--- config.mk ---
export PLATFORM = sky130hd
export DESIGN_NAME = e32_host_controller_flat
export DESIGN_NICKNAME = d
export VERILOG_FILES = /design/src/rtl/e32_host_pkg.sv /design/src/rtl/e32_host_controller_if.sv /design/src/rtl/e32_aux_wait.sv /design/src/rtl/e32_host_controller.sv /design/src/flat_wrapper.sv
export SDC_FILE = /design/constraint.sdc
export NUM_CORES = 1
export LEC_CHECK = 0
export BUFFER_PORTS_ARGS = -buffer_cell sky130_fd_sc_hd__buf_4
export CORE_MARGIN = 2
export CORE_UTILIZATION = 57
export CTS_CLUSTER_DIAMETER = 200
export DETAILED_ROUTE_END_ITERATION = 6
export PLACE_DENSITY = 0.81
export SLEW_MARGIN = 15
export SYNTH_ARGS = -nofsm -noshare
export SYNTH_HDL_FRONTEND = slang
export SYNTH_SLANG_ARGS = --single-unit
export TNS_END_PERCENT = 10
--- constraint.sdc ---
create_clock -name device_clk -period 4.04 [get_ports device_clk]
set_clock_uncertainty 0.2 [all_clocks]
set_input_delay 0.404 -clock device_clk [delete_from_list [all_inputs] [get_ports device_clk]]
set_output_delay 0.404 -clock device_clk [all_outputs]
set_load 0.005 [all_outputs]
--- src/rtl/e32_host_pkg.sv ---
// Shared definitions for the E32 host controller: command opcodes, error
// codes, FSM states, header/opcode bytes and default timing constants.
package e32_host_pkg;

  typedef enum logic [2:0] {
    OP_SAVE_CFG = 3'd0,
    OP_VOL_CFG  = 3'd1,
    OP_READ_CFG = 3'd2,
    OP_READ_VER = 3'd3,
    OP_RESET    = 3'd4
  } op_e;

  typedef enum logic [2:0] {
    ST_IDLE,
    ST_ENTER_PROG,
    ST_SEND,
    ST_WAIT_RESP,
    ST_WAIT_AUX,
    ST_EXIT_PROG,
    ST_DONE
  } state_e;

  localparam logic [2:0] ERR_OK      = 3'd0;
  localparam logic [2:0] ERR_AUX_TO  = 3'd1;
  localparam logic [2:0] ERR_RESP_TO = 3'd2;
  localparam logic [2:0] ERR_HDR     = 3'd3;
  localparam logic [2:0] ERR_ILLEGAL = 3'd4;

  localparam logic [7:0] HDR_SAVE_CFG = 8'hC0;
  localparam logic [7:0] HDR_VOL_CFG  = 8'hC2;
  localparam logic [7:0] HDR_RET_CFG  = 8'hC1;
  localparam logic [7:0] HDR_RET_VER  = 8'hC3;
  localparam logic [7:0] HDR_RESET    = 8'hC4;

  localparam int END_MODE_SWITCH_DEF  = 15000;
  localparam int END_AUX_TIMEOUT_DEF  = 3000000;
  localparam int END_RESP_TIMEOUT_DEF = 750000;

  function automatic logic op_legal(input logic [2:0] op);
    return op <= 3'(OP_RESET);
  endfunction

endpackage

--- src/rtl/e32_host_controller_if.sv ---
// Byte-stream link between the host controller and the external com_uart.
//   tx_data/tx_valid/tx_ready : byte to transmit, held until accepted
//   rx_data/rx_valid          : received byte, one-cycle strobe
// master = controller side, slave = UART side.
interface e32_host_controller_if #(
  parameter int DATA_WIDTH = 8
);
  logic [DATA_WIDTH-1:0] tx_data;
  logic                  tx_valid;
  logic                  tx_ready;
  logic [DATA_WIDTH-1:0] rx_data;
  logic                  rx_valid;

  modport master (
    output tx_data, tx_valid,
    input  tx_ready, rx_data, rx_valid
  );

  modport slave (
    input  tx_data, tx_valid,
    output tx_ready, rx_data, rx_valid
  );
endinterface

--- src/rtl/e32_aux_wait.sv ---
// AUX synchronizer plus the single 24-bit wait/timeout counter used for every
// wait in the controller.
//   start_i     : (re)start a wait; check_aux_i/target_i/limit_i are captured
//   check_aux_i : 1 = wait for synchronized AUX == target_i, 0 = pure delay
//   hit_o       : AUX reached target (combinational while waiting)
//   timeout_o   : counter reached limit-1 without a hit (expiry for delays)
module e32_aux_wait
  import e32_host_pkg::*;
(
  input  logic        device_clk,
  input  logic        rst_n,
  input  logic        aux_async_i,
  input  logic        start_i,
  input  logic        check_aux_i,
  input  logic        target_i,
  input  logic [23:0] limit_i,
  output logic        hit_o,
  output logic        timeout_o
);

  logic [1:0]  sync_q;
  logic        active_q;
  logic        check_q;
  logic        target_q;
  logic [23:0] limit_q;
  logic [23:0] cnt_q;

  assign hit_o     = active_q & check_q & (sync_q[1] == target_q);
  assign timeout_o = active_q & ~hit_o & (cnt_q == limit_q - 24'd1);

  always_ff @(posedge device_clk or negedge rst_n) begin
    if (!rst_n) begin
      sync_q   <= 2'b00;
      active_q <= 1'b0;
      check_q  <= 1'b0;
      target_q <= 1'b0;
      limit_q  <= 24'd0;
      cnt_q    <= 24'd0;
    end else begin
      sync_q <= {sync_q[0], aux_async_i};
      if (start_i) begin
        active_q <= 1'b1;
        cnt_q    <= 24'd0;
        check_q  <= check_aux_i;
        target_q <= target_i;
        limit_q  <= limit_i;
      end else if (active_q) begin
        if (hit_o || timeout_o) active_q <= 1'b0;
        else                    cnt_q    <= cnt_q + 24'd1;
      end
    end
  end

endmodule

--- src/rtl/e32_host_controller.sv ---
// MCU-side initiator for the E32 RF module: drives M0/M1, tracks AUX and runs
// the write-config / read-config / read-version / reset command protocol over
// a byte UART.
// Ports:
//   device_clk, rst_n      : clock, async active-low reset
//   op_mode                : {M1,M0} applied while idle
//   cmd_valid/cmd_ready    : command handshake, cmd_op + cfg_in latched
//   M0, M1, AUX            : module mode pins and (async) ready pin
//   uart (master)          : tx/rx byte stream to com_uart
//   cfg_out, ver_out       : last accepted config / version responses
//   done, err              : completion pulse and status code
// Optional build macro: E32_HOST_RESP_CHECK_EN enables response content
// checking (err=3 on mismatch).
//
// state       | meaning
// IDLE        | follow op_mode, accept commands
// ENTER_PROG  | M=11; sub0 wait AUX high, sub1 mode-switch settle delay
// SEND        | stream command bytes to the UART
// WAIT_RESP   | collect response bytes, inter-byte timeout
// WAIT_AUX    | sub0 wait AUX low (reset op only), sub1 wait AUX high
// EXIT_PROG   | M=op_mode; sub0 wait AUX high, sub1 settle delay
// DONE        | one-cycle done pulse
module e32_host_controller
  import e32_host_pkg::*;
#(
  parameter int                    DATA_WIDTH         = 8,
  parameter logic [DATA_WIDTH-1:0] HEAD_DETECT_1      = HDR_SAVE_CFG,
  parameter logic [DATA_WIDTH-1:0] HEAD_DETECT_2      = HDR_VOL_CFG,
  parameter logic [DATA_WIDTH-1:0] RET_CONFIG_DETECT  = HDR_RET_CFG,
  parameter logic [DATA_WIDTH-1:0] RET_VERSION_DETECT = HDR_RET_VER,
  parameter logic [DATA_WIDTH-1:0] RESET_DETECT       = HDR_RESET,
  parameter int                    END_MODE_SWITCH    = END_MODE_SWITCH_DEF,
  parameter int                    END_AUX_TIMEOUT    = END_AUX_TIMEOUT_DEF,
  parameter int                    END_RESP_TIMEOUT   = END_RESP_TIMEOUT_DEF
) (
  input  logic                    device_clk,
  input  logic                    rst_n,
  input  logic [1:0]              op_mode,
  input  logic                    cmd_valid,
  output logic                    cmd_ready,
  input  logic [2:0]              cmd_op,
  input  logic [5*DATA_WIDTH-1:0] cfg_in,
  output logic                    M0,
  output logic                    M1,
  input  logic                    AUX,
  e32_host_controller_if.master   uart,
  output logic [6*DATA_WIDTH-1:0] cfg_out,
  output logic [4*DATA_WIDTH-1:0] ver_out,
  output logic                    done,
  output logic [2:0]              err
);

  localparam int DW = DATA_WIDTH;
  localparam logic [23:0] LIM_MODE = 24'(END_MODE_SWITCH);
  localparam logic [23:0] LIM_AUX  = 24'(END_AUX_TIMEOUT);
  localparam logic [23:0] LIM_RESP = 24'(END_RESP_TIMEOUT);

  state_e           state_q, state_d;
  logic             sub_q, sub_d;
  logic [2:0]       op_q, op_d;
  logic [5*DW-1:0]  cfg_q, cfg_d;
  logic [2:0]       idx_q, idx_d;
  logic [2:0]       rxcnt_q, rxcnt_d;
  logic [5*DW-1:0]  sr_q, sr_d;
  logic [6*DW-1:0]  cfg_out_q, cfg_out_d;
  logic [4*DW-1:0]  ver_out_q, ver_out_d;
  logic [2:0]       err_q, err_d;
  logic [1:0]       mode_q, mode_d;
  logic             ready_q, ready_d;

  logic             wt_start, wt_check, wt_target, wt_hit, wt_timeout;
  logic [23:0]      wt_limit;

  logic             is_cfg, is_ver;
  logic [2:0]       tx_last, resp_last;
  logic [DW-1:0]    cmd_byte, tx_byte;
  logic             resp_ok;
  logic [2:0]       aux_err;

  e32_aux_wait u_aux_wait (
    .device_clk  (device_clk),
    .rst_n       (rst_n),
    .aux_async_i (AUX),
    .start_i     (wt_start),
    .check_aux_i (wt_check),
    .target_i    (wt_target),
    .limit_i     (wt_limit),
    .hit_o       (wt_hit),
    .timeout_o   (wt_timeout)
  );

  assign is_cfg    = (op_q == OP_SAVE_CFG) || (op_q == OP_VOL_CFG);
  assign is_ver    = (op_q == OP_READ_VER);
  assign tx_last   = is_cfg ? 3'd5 : 3'd2;
  assign resp_last = is_ver ? 3'd3 : 3'd5;
  // An AUX timeout never overwrites an error already recorded.
  assign aux_err   = (err_q == ERR_OK) ? ERR_AUX_TO : err_q;

  always_comb begin
    unique case (op_q)
      OP_SAVE_CFG: cmd_byte = HEAD_DETECT_1;
      OP_VOL_CFG:  cmd_byte = HEAD_DETECT_2;
      OP_READ_CFG: cmd_byte = RET_CONFIG_DETECT;
      OP_READ_VER: cmd_byte = RET_VERSION_DETECT;
      default:     cmd_byte = RESET_DETECT;
    endcase
  end

  always_comb begin
    tx_byte = cmd_byte;
    if (is_cfg) begin
      unique case (idx_q)
        3'd1:    tx_byte = cfg_q[5*DW-1 -: DW];
        3'd2:    tx_byte = cfg_q[4*DW-1 -: DW];
        3'd3:    tx_byte = cfg_q[3*DW-1 -: DW];
        3'd4:    tx_byte = cfg_q[2*DW-1 -: DW];
        3'd5:    tx_byte = cfg_q[DW-1:0];
        default: tx_byte = cmd_byte;
      endcase
    end
  end

  // Evaluated only on the final response byte: sr_q holds the earlier bytes
  // and uart.rx_data the last one.
`ifdef E32_HOST_RESP_CHECK_EN
  always_comb begin
    if (is_cfg)      resp_ok = ({sr_q, uart.rx_data} == {cmd_byte, cfg_q});
    else if (is_ver) resp_ok = (sr_q[3*DW-1 -: DW] == RET_VERSION_DETECT);
    else             resp_ok = (sr_q[5*DW-1 -: DW] == RET_CONFIG_DETECT);
  end
`else
  assign resp_ok = 1'b1;
`endif

  always_comb begin
    state_d   = state_q;
    sub_d     = sub_q;
    op_d      = op_q;
    cfg_d     = cfg_q;
    idx_d     = idx_q;
    rxcnt_d   = rxcnt_q;
    sr_d      = sr_q;
    cfg_out_d = cfg_out_q;
    ver_out_d = ver_out_q;
    err_d     = err_q;
    mode_d    = mode_q;
    wt_start  = 1'b0;
    wt_check  = 1'b1;
    wt_target = 1'b1;
    wt_limit  = LIM_AUX;

    unique case (state_q)
      ST_IDLE: begin
        mode_d = op_mode;
        if (cmd_valid && ready_q) begin
          op_d  = cmd_op;
          cfg_d = cfg_in;
          err_d = ERR_OK;
          if (!op_legal(cmd_op)) begin
            err_d   = ERR_ILLEGAL;
            state_d = ST_DONE;
          end else begin
            mode_d   = 2'b11;
            state_d  = ST_ENTER_PROG;
            sub_d    = 1'b0;
            wt_start = 1'b1;
          end
        end
      end

      ST_ENTER_PROG: begin
        if (!sub_q) begin
          if (wt_hit) begin
            sub_d    = 1'b1;
            wt_start = 1'b1;
            wt_check = 1'b0;
            wt_limit = LIM_MODE;
          end else if (wt_timeout) begin
            err_d    = aux_err;
            mode_d   = op_mode;
            state_d  = ST_EXIT_PROG;
            sub_d    = 1'b0;
            wt_start = 1'b1;
          end
        end else if (wt_timeout) begin
          state_d = ST_SEND;
          idx_d   = 3'd0;
        end
      end

      ST_SEND: begin
        if (uart.tx_ready) begin
          if (idx_q == tx_last) begin
            wt_start = 1'b1;
            if (op_q == OP_RESET) begin
              state_d   = ST_WAIT_AUX;
              sub_d     = 1'b0;
              wt_target = 1'b0;
            end else begin
              state_d  = ST_WAIT_RESP;
              rxcnt_d  = 3'd0;
              wt_check = 1'b0;
              wt_limit = LIM_RESP;
            end
          end else begin
            idx_d = idx_q + 3'd1;
          end
        end
      end

      ST_WAIT_RESP: begin
        if (uart.rx_valid) begin
          sr_d     = {sr_q[4*DW-1:0], uart.rx_data};
          rxcnt_d  = rxcnt_q + 3'd1;
          wt_start = 1'b1;
          wt_check = 1'b0;
          wt_limit = LIM_RESP;
          if (rxcnt_q == resp_last) begin
            if (!resp_ok)    err_d     = ERR_HDR;
            else if (is_ver) ver_out_d = {sr_q[3*DW-1:0], uart.rx_data};
            else             cfg_out_d = {sr_q, uart.rx_data};
            state_d  = ST_WAIT_AUX;
            sub_d    = 1'b1;
            wt_check = 1'b1;
            wt_limit = LIM_AUX;
          end
        end else if (wt_timeout) begin
          err_d    = ERR_RESP_TO;
          mode_d   = op_mode;
          state_d  = ST_EXIT_PROG;
          sub_d    = 1'b0;
          wt_start = 1'b1;
        end
      end

      ST_WAIT_AUX: begin
        if (wt_timeout) begin
          err_d    = aux_err;
          mode_d   = op_mode;
          state_d  = ST_EXIT_PROG;
          sub_d    = 1'b0;
          wt_start = 1'b1;
        end else if (wt_hit) begin
          wt_start = 1'b1;
          if (!sub_q) begin
            sub_d = 1'b1;
          end else begin
            mode_d  = op_mode;
            state_d = ST_EXIT_PROG;
            sub_d   = 1'b0;
          end
        end
      end

      ST_EXIT_PROG: begin
        if (!sub_q) begin
          if (wt_hit || wt_timeout) begin
            if (wt_timeout) err_d = aux_err;
            sub_d    = 1'b1;
            wt_start = 1'b1;
            wt_check = 1'b0;
            wt_limit = LIM_MODE;
          end
        end else if (wt_timeout) begin
          state_d = ST_DONE;
        end
      end

      ST_DONE: state_d = ST_IDLE;

      default: state_d = ST_IDLE;
    endcase
  end

  assign ready_d = (state_d == ST_IDLE);

  always_ff @(posedge device_clk or negedge rst_n) begin
    if (!rst_n) begin
      state_q   <= ST_IDLE;
      sub_q     <= 1'b0;
      op_q      <= 3'd0;
      cfg_q     <= '0;
      idx_q     <= 3'd0;
      rxcnt_q   <= 3'd0;
      sr_q      <= '0;
      cfg_out_q <= '0;
      ver_out_q <= '0;
      err_q     <= ERR_OK;
      mode_q    <= 2'b00;
      ready_q   <= 1'b0;
    end else begin
      state_q   <= state_d;
      sub_q     <= sub_d;
      op_q      <= op_d;
      cfg_q     <= cfg_d;
      idx_q     <= idx_d;
      rxcnt_q   <= rxcnt_d;
      sr_q      <= sr_d;
      cfg_out_q <= cfg_out_d;
      ver_out_q <= ver_out_d;
      err_q     <= err_d;
      mode_q    <= mode_d;
      ready_q   <= ready_d;
    end
  end

  assign cmd_ready     = ready_q;
  assign {M1, M0}      = mode_q;
  assign uart.tx_valid = (state_q == ST_SEND);
  assign uart.tx_data  = (state_q == ST_SEND) ? tx_byte : '0;
  assign cfg_out       = cfg_out_q;
  assign ver_out       = ver_out_q;
  assign done          = (state_q == ST_DONE);
  assign err           = err_q;

endmodule

--- src/flat_wrapper.sv ---
// flat-port wrapper written by rule: the top's interface ports become plain ports
module e32_host_controller_flat import e32_host_pkg::*;
#(
  parameter int                    DATA_WIDTH         = 8,
  parameter logic [DATA_WIDTH-1:0] HEAD_DETECT_1      = HDR_SAVE_CFG,
  parameter logic [DATA_WIDTH-1:0] HEAD_DETECT_2      = HDR_VOL_CFG,
  parameter logic [DATA_WIDTH-1:0] RET_CONFIG_DETECT  = HDR_RET_CFG,
  parameter logic [DATA_WIDTH-1:0] RET_VERSION_DETECT = HDR_RET_VER,
  parameter logic [DATA_WIDTH-1:0] RESET_DETECT       = HDR_RESET,
  parameter int                    END_MODE_SWITCH    = END_MODE_SWITCH_DEF,
  parameter int                    END_AUX_TIMEOUT    = END_AUX_TIMEOUT_DEF,
  parameter int                    END_RESP_TIMEOUT   = END_RESP_TIMEOUT_DEF
)
  (device_clk, rst_n, op_mode, cmd_valid, cmd_ready, cmd_op, cfg_in, M0, M1, AUX, cfg_out, ver_out, done, err, uart_tx_data, uart_tx_valid, uart_tx_ready, uart_rx_data, uart_rx_valid);
  e32_host_controller_if #(.DATA_WIDTH(DATA_WIDTH)) uart_i ();
  input  logic device_clk;
  input  logic rst_n;
  input  logic [1:0] op_mode;
  input  logic cmd_valid;
  output logic cmd_ready;
  input  logic [2:0] cmd_op;
  input  logic [5*DATA_WIDTH-1:0] cfg_in;
  output logic M0;
  output logic M1;
  input  logic AUX;
  output logic [6*DATA_WIDTH-1:0] cfg_out;
  output logic [4*DATA_WIDTH-1:0] ver_out;
  output logic done;
  output logic [2:0] err;
  output wire logic [$bits(uart_i.tx_data)-1:0] uart_tx_data;
  output wire logic [$bits(uart_i.tx_valid)-1:0] uart_tx_valid;
  input wire logic [$bits(uart_i.tx_ready)-1:0] uart_tx_ready;
  input wire logic [$bits(uart_i.rx_data)-1:0] uart_rx_data;
  input wire logic [$bits(uart_i.rx_valid)-1:0] uart_rx_valid;
  assign uart_tx_data = uart_i.tx_data;
  assign uart_tx_valid = uart_i.tx_valid;
  assign uart_i.tx_ready = uart_tx_ready;
  assign uart_i.rx_data = uart_rx_data;
  assign uart_i.rx_valid = uart_rx_valid;
  e32_host_controller #(.DATA_WIDTH(DATA_WIDTH), .HEAD_DETECT_1(HEAD_DETECT_1), .HEAD_DETECT_2(HEAD_DETECT_2), .RET_CONFIG_DETECT(RET_CONFIG_DETECT), .RET_VERSION_DETECT(RET_VERSION_DETECT), .RESET_DETECT(RESET_DETECT), .END_MODE_SWITCH(END_MODE_SWITCH), .END_AUX_TIMEOUT(END_AUX_TIMEOUT), .END_RESP_TIMEOUT(END_RESP_TIMEOUT)) u_core (.device_clk(device_clk), .rst_n(rst_n), .op_mode(op_mode), .cmd_valid(cmd_valid), .cmd_ready(cmd_ready), .cmd_op(cmd_op), .cfg_in(cfg_in), .M0(M0), .M1(M1), .AUX(AUX), .uart(uart_i), .cfg_out(cfg_out), .ver_out(ver_out), .done(done), .err(err));
endmodule
# --- Word level (Yosys, flattened, before mapping) ---
# Index checks and enable logic that the tools add are counted.
word_totals:
  regBits: 232
  wordCells: 202
classes:
  n_addsub: 4
  magnitude_cmp: 1
  eq_ne: 40
  n_mux: 110
  bitwise: 6
  reduce_logical: 23
ops:
  columns: ["operator", "count"]
  rows:
  - ["two-way mux 24 bit", 8]
  - ["two-way mux 3 bit", 36]
  - ["case mux 24 bit (4 select lines)", 1]
  - ["two-way mux 22 bit", 4]
  - ["two-way mux 1 bit", 40]
  - ["case mux 8 bit (5 select lines)", 1]
  - ["adder 24 x 1 -> 24 bit (second input constant)", 1]
  - ["== test 24 bit", 1]
  - ["subtractor 24 x 1 -> 24 bit (second input constant)", 1]
  - ["== test 3 x 2 -> 1 bit (second input constant)", 6]
  - ["== test 3 bit (second input constant)", 6]
  - ["two-way mux 2 bit", 9]
  - ["!= test 2 x 1 -> 1 bit (second input constant)", 9]
  - ["case mux 3 bit (6 select lines)", 1]
  - ["two-way mux 8 bit", 2]
  - ["!= test 2 bit (second input constant)", 8]
  - ["case mux 3 bit (5 select lines)", 1]
  - ["logical NOT 3 bit", 4]
  - ["case mux 1 bit (6 select lines)", 2]
  - ["case mux 3 bit (2 select lines)", 2]
  - ["case mux 3 bit (4 select lines)", 1]
  - ["AND reduction 5 bit", 2]
  - ["== test 3 x 1 -> 1 bit (second input constant)", 3]
  - ["!= test 3 x 2 -> 1 bit (second input constant)", 3]
  - ["other kinds (20)", 32]

# --- Longest topological paths before layout ---
logic_depth:
  depth_word: 11
  mapped_depth: 14
  ltp_nobuf: 10

# --- Hierarchy ---
# Synthesis repeated with hierarchy kept, for this count alone.
unflattened:
  hier_cells: 986
  area_unflattened_um2: 11255.8
modules_own_cells:
  columns: ["module", "instances", "cells_each", "area_per_inst_um2", "seq_area_each_um2"]
  rows:
  - ["e32_host_controller", 1, 643, 7811.2, 4479.3]
  - ["e32_aux_wait", 1, 343, 3444.6, 1326.3]

# --- Least setup slack after synthesis ---
# OpenSTA, ideal clock, no wires.
synth_path:
  path_type: "flip-flop to flip-flop"
  from: "register u_core.u_aux_wait.limit_q[13]"
  to: "register u_core.ready_q, in the netlist u_core.cmd_ready"
  t_arrival_ns: 2.712
  t_required_ns: 3.735
  setup_slack_ns: 1.023
  stages_incl_launch_ff: 14
  path_buffers: 3
  synth_period_minus_slack_ns: 3.017
  cell_sequence: "dfrtp_1 > clkbuf_1 > inv_1 > ha_1 > nor3b_1 > nand2_1 > or3_1 > nand3b_1 > and4_4 > buf_6 > buf_2 > a21oi_1 > o21a_1 > nor4b_1"
synth_between:
  elab_chain_len: 8
  word_cells_on_any_way: 13
  classes_between: "add/sub: 1; eq/ne: 1; mux: 9; bitwise: 1; reduce/logical: 1"
synth_lines:
  columns: ["item", "line", "rtl"]
  rows:
  - ["start, declared", "e32_aux_wait.sv:25", "logic [23:0] limit_q;"]
  - ["start signal, assigned", "e32_aux_wait.sv:46", "limit_q <= limit_i;"]
  - ["subtractor 24 x 1 -> 24 bit (*)", "e32_aux_wait.sv:29", "assign timeout_o = active_q & ~hit_o & (cnt_q == limit_q - 24'd1);"]
  - ["== test 24 bit (*)", "e32_aux_wait.sv:29", null]
  - ["AND 1 bit (*)", "e32_aux_wait.sv:29", null]
  - ["two-way mux 3 bit", "e32_host_controller.sv:178, e32_host_controller.sv:227", null]
  - ["two-way mux 3 bit", "e32_host_controller.sv:173", "if (wt_hit) begin"]
  - ["two-way mux 3 bit", "e32_host_controller.sv:172", "if (!sub_q) begin"]
  - ["case mux 3 bit (6 select lines) (*)", "e32_host_controller.sv:152", "unique case (state_q)"]
  - ["logical NOT 3 bit (*)", "e32_host_controller.sv:275", "assign ready_d = (state_d == ST_IDLE);"]
  - ["net u_core.ready_d", "e32_host_controller.sv:69", "logic ready_q, ready_d;"]
  - ["end signal, assigned", "e32_host_controller.sv:303", "ready_q <= ready_d;"]
  - ["end, declared", "e32_host_controller.sv:69", null]
# Mark *: on every way through the listed nets, which the timed path passes. The rest lies on a longest branch.
# A chain may end at the register's enable or synchronous reset.

# --- Final worst setup path ---
layout_path:
  from: "register u_core.idx_q[1]"
  to: "output port uart_tx_data[6]"
layout_between:
  elab_chain_len: 4
  word_cells_on_any_way: 8
  classes_between: "eq/ne: 5; mux: 3"
layout_lines:
  columns: ["item", "line", "rtl"]
  rows:
  - ["start, declared", "e32_host_controller.sv:62", "logic [2:0] idx_q, idx_d;"]
  - ["start signal, assigned", "e32_host_controller.sv:296", "idx_q <= idx_d;"]
  - ["== test 3 bit (tied with other cells)", "e32_host_controller.sv:112", "unique case (idx_q)"]
  - ["case mux 8 bit (5 select lines) (*)", "e32_host_controller.sv:112", null]
  - ["two-way mux 8 bit (*)", "e32_host_controller.sv:111", "if (is_cfg) begin"]
  - ["two-way mux 8 bit (*)", "e32_host_controller.sv:310", "assign uart.tx_data = (state_q == ST_SEND) ? tx_byte : '0;"]
  - ["end, declared", "flat_wrapper.sv:30", "output wire logic [$bits(uart_i.tx_data)-1:0] uart_tx_data;"]
# Mark *: on every way between the ends. The rest lies on a longest branch, timed or not.

==> flow_summary.ini <==
[cts]
path_clk_slew_ns = 0.06
cts_root_buf = clkbuf_16
cts_tree = yes
cts.sinks = 215
numCtsBuffers = 23
cts_buffer_depth = 3
h-tree-depth = 1
post_cts_buffers = 0
clock_latency_ns = 0.51

[detailed_routing]
drt_wl_total_um = 26100
vias = 8208
drc_errors = 0
wire_per_inst_um = 18.2
firstDrtPassIters = 7
ant_nets = 0
vias_per_cell = 5.73
first_iter_violations = 636

[critical_path]
worstPathMaxFanout = 15
crit_top_cell = nor2_1
cpLargestDelayFamily = compound AO/OA/AOI/OAI gates
crit_cells = 9
cp.required_ns = 3.44
max_stage_delay_ns = 0.63
crit_path_cell_trace = inv_1 -> ha_2 -> or2_2 -> nor2_1 -> a2111oi_1 -> o21ai_0 -> a221oi_1 -> nor2_1 -> buf_4
crit_buf_inv = 2
slowest_stage = a2111oi_1
reg2reg_depth = 12
endpoint_kind = primary output
crit_arrival_ns = 3.13
critical_path_class = flip-flop to primary output
start_kind = flip-flop

[floorplan]
die_w_um = 135
die_y_um = 135
dieArea_um2 = 18300
initial_core_util = 0.575
top_level_ports = 155
core-area_um2 = 17100
fp-row-count = 48

[synthesis]
synth_top_area_frac = 0.547
synth_most_common_cell = nand2_1
ys_top_cells_by_area = dfrtp_1 (55%), nand2_1 (11%), mux2_2 (9.5%)
syn_nets = 1064
syn-cell-area_um2 = 9840
synth_ff_type = dfrtp_1
synth_top_area_cell = dfrtp_1
synth.distinct_cells = 59
synth_warnings = 0
avgSynthCellArea_um2 = 9.87
synth_async_sr_flop_share = 1.00
synth_cells = 997
synth_common_cells = nand2_1 (289), dfrtp_1 (215), mux2_2 (83)
ys_seq_elements = 215
yosysSeqAreaShare = 0.547
synth-edff-count = 0

[placement]
place_ws_ns = 0.808
port_buffers = 154
dp_hpwl_um = 16400
dpl-instance-area_um2 = 11200
routabilityCongestion = 0.903
dp_cells = 1338

[final_layout]
layout-drive-gt1-share = 0.254
fin_nets = 1260
n_antenna_cell = 0
finish.instance_area_um2 = 12500
area_delta_synth_final_pct = 27.4
n_fill_cell = 1113
stdcell_count = 1433
final_util = 0.733

[timing]
maxSlewHeadroom = 0.390
tns_ns = 0
rsz0062_at_grt = false
hold_viol = 0
fin_crit_ns = 3.74
period_share = 0.925
worst_pin_slew_ns = 0.916
fmax_mhz = 268
finalSetupViolations = 0
final_max_slew_viol_count = 0
setup_slack_ns = 0.302

[global_route]
antenna_found_initial = 0
overflow = 0
met2_usage = 0.492
grt_max_degree = 116
grtUsageMet3 = 0.0535
use_met1 = 0.380
grt_pass1_wl_um = 42500
grt_pass1_vias = 8303
top_usage_layer = met2
grt_usage = 0.290

[hold_path]
hold_depth = 4
worstHoldPathType = input pin to flip-flop

[power_and_ir_drop]
peakVddDrop_mv = 0.430
power_leakage_nw = 6.32
powerDensity_nw_per_um2 = 556

[flow_run]
drv_cap = 0

[status]
status = complete, no violations
==> cells by family after synthesis <==
family | after synthesis | share of synthesized area
compound gates | 103 | 0.0709
xor+xnor | 36 | 0.0320
fa+ha+maj | 8 | 0.0102
buf+inv | 75 | 0.0317
flops | 215 | 0.547
mux | 88 | 0.100
simple gates | 472 | 0.208
==> through the flow <==
step / hold slack [ns] / power (mW)
global placement: 0.144 / 4.65
detailed placement: 0.153 / 4.73
CTS: 0.0684 / 6.94
floorplan: -0.0916 / 4.05
finish: 0.0973 / 6.97
global route: 0.108 / 7.33
==> worst register-to-register path, cell delays in order, from the launching register on <==
cell and delay, ns:
dfrtp_1 0.54, inv_1 0.10, ha_1 0.22, nor3b_1 0.14, buf_4 0.17, a211oi_1 0.19
nand2_1 0.07, a32oi_1 0.21, and4_4 0.38, o21a_1 0.21, or2_1 0.11, buf_4 0.32
a2bb2oi_1 0.20
==> power breakdown <==
group | switching (mW) | internal [mW]
logic | 0.785 | 0.758
registers | 0.571 | 2.72
clock network | 0.843 | 1.30
==> metal layers <==
layer / routed length, um / vias up
met1: 10500 / 4030
met4: 923 / 0
met2: 13200 / 336
li1: - / 3770
met3: 1570 / 72
met5: 0 / -
==> timing repair <==
item	CTS	global route
gates resized for setup	0	2
setup endpoints to repair	0	1
hold buffers	55	0
endpoints found under the hold margin	181	0
==> worst paths after layout <==
check                                                          startpoint                                endpoint  slack (ns)
max in group asynchronous                                           rst_n          u_core.cfg_out[15]$_DFFE_PN0P_        2.30
worst max-delay path                          u_core.idx_q[1]$_DFFE_PN0P_                         uart_tx_data[6]        0.30
worst min-delay path                                        uart_rx_valid             u_core.state_q[1]$_DFF_PN0_         0.1
worst min register to register      u_core.u_aux_wait.sync_q[0]$_DFF_PN0_   u_core.u_aux_wait.sync_q[1]$_DFF_PN0_        0.16
min in group asynchronous                                           rst_n            u_core.cfg_q[20]$_DFFE_PN0P_        0.40
worst max register to register  u_core.u_aux_wait.limit_q[13]$_DFFE_PN0N_  u_core.u_aux_wait.target_q$_DFFE_PN0N_        0.89
==> layout by cell type, fill, tap and decap left out, drive strengths merged, types with 6 or more instances in the layout <==
cell type    Yosys  routed
a21oi           29      29
a221oi           6       6
a22oi            9       9
buf             15     170
clkbuf          40      33
dfrtp          215     215
dlygate4sd3      0      55
ha               8       8
inv             20      21
mux2            83      83
nand2          289     289
nand2b          12      12
nand3           16      16
nand4            8       8
nor2            68      68
nor3            31      31
nor3b            6       6
nor4             6       6
o21a             7       7
o21ai           13      13
or2              6       6
xnor2           26      26
xor2            10      10
==> area by class of cell <==
| type | count | area (um2) | share of cell area |
|---|---|---|---|
| Clock inverter | 8 | 101 | 0.00808 |
| Timing Repair Buffer | 226 | 1850 | 0.148 |
| Sequential cell | 215 | 5380 | 0.429 |
| Multi-Input combinational cell | 707 | 4170 | 0.333 |
| Tap cell | 225 | 282 | 0.0224 |
| Clock buffer | 32 | 679 | 0.0542 |
| Inverter | 20 | 75.1 | 0.00599 |
==> state kept, by name, indices dropped and copies added (netlist names), 2 cells and up <==
name                       cells
u_core.cfg_q                  40
u_core.u_aux_wait.sync_q       2
u_core.idx_q                   3
u_core.op_q                    3
u_core.ver_out                32
u_core.rxcnt_q                 3
u_core.u_aux_wait.limit_q      7
u_core.sr_q                   40
u_core.u_aux_wait.cnt_q       24
u_core.err                     3
u_core.mode_q                  2
u_core.state_q                 3
u_core.cfg_out                48
(Power assumes the default switching activity.)
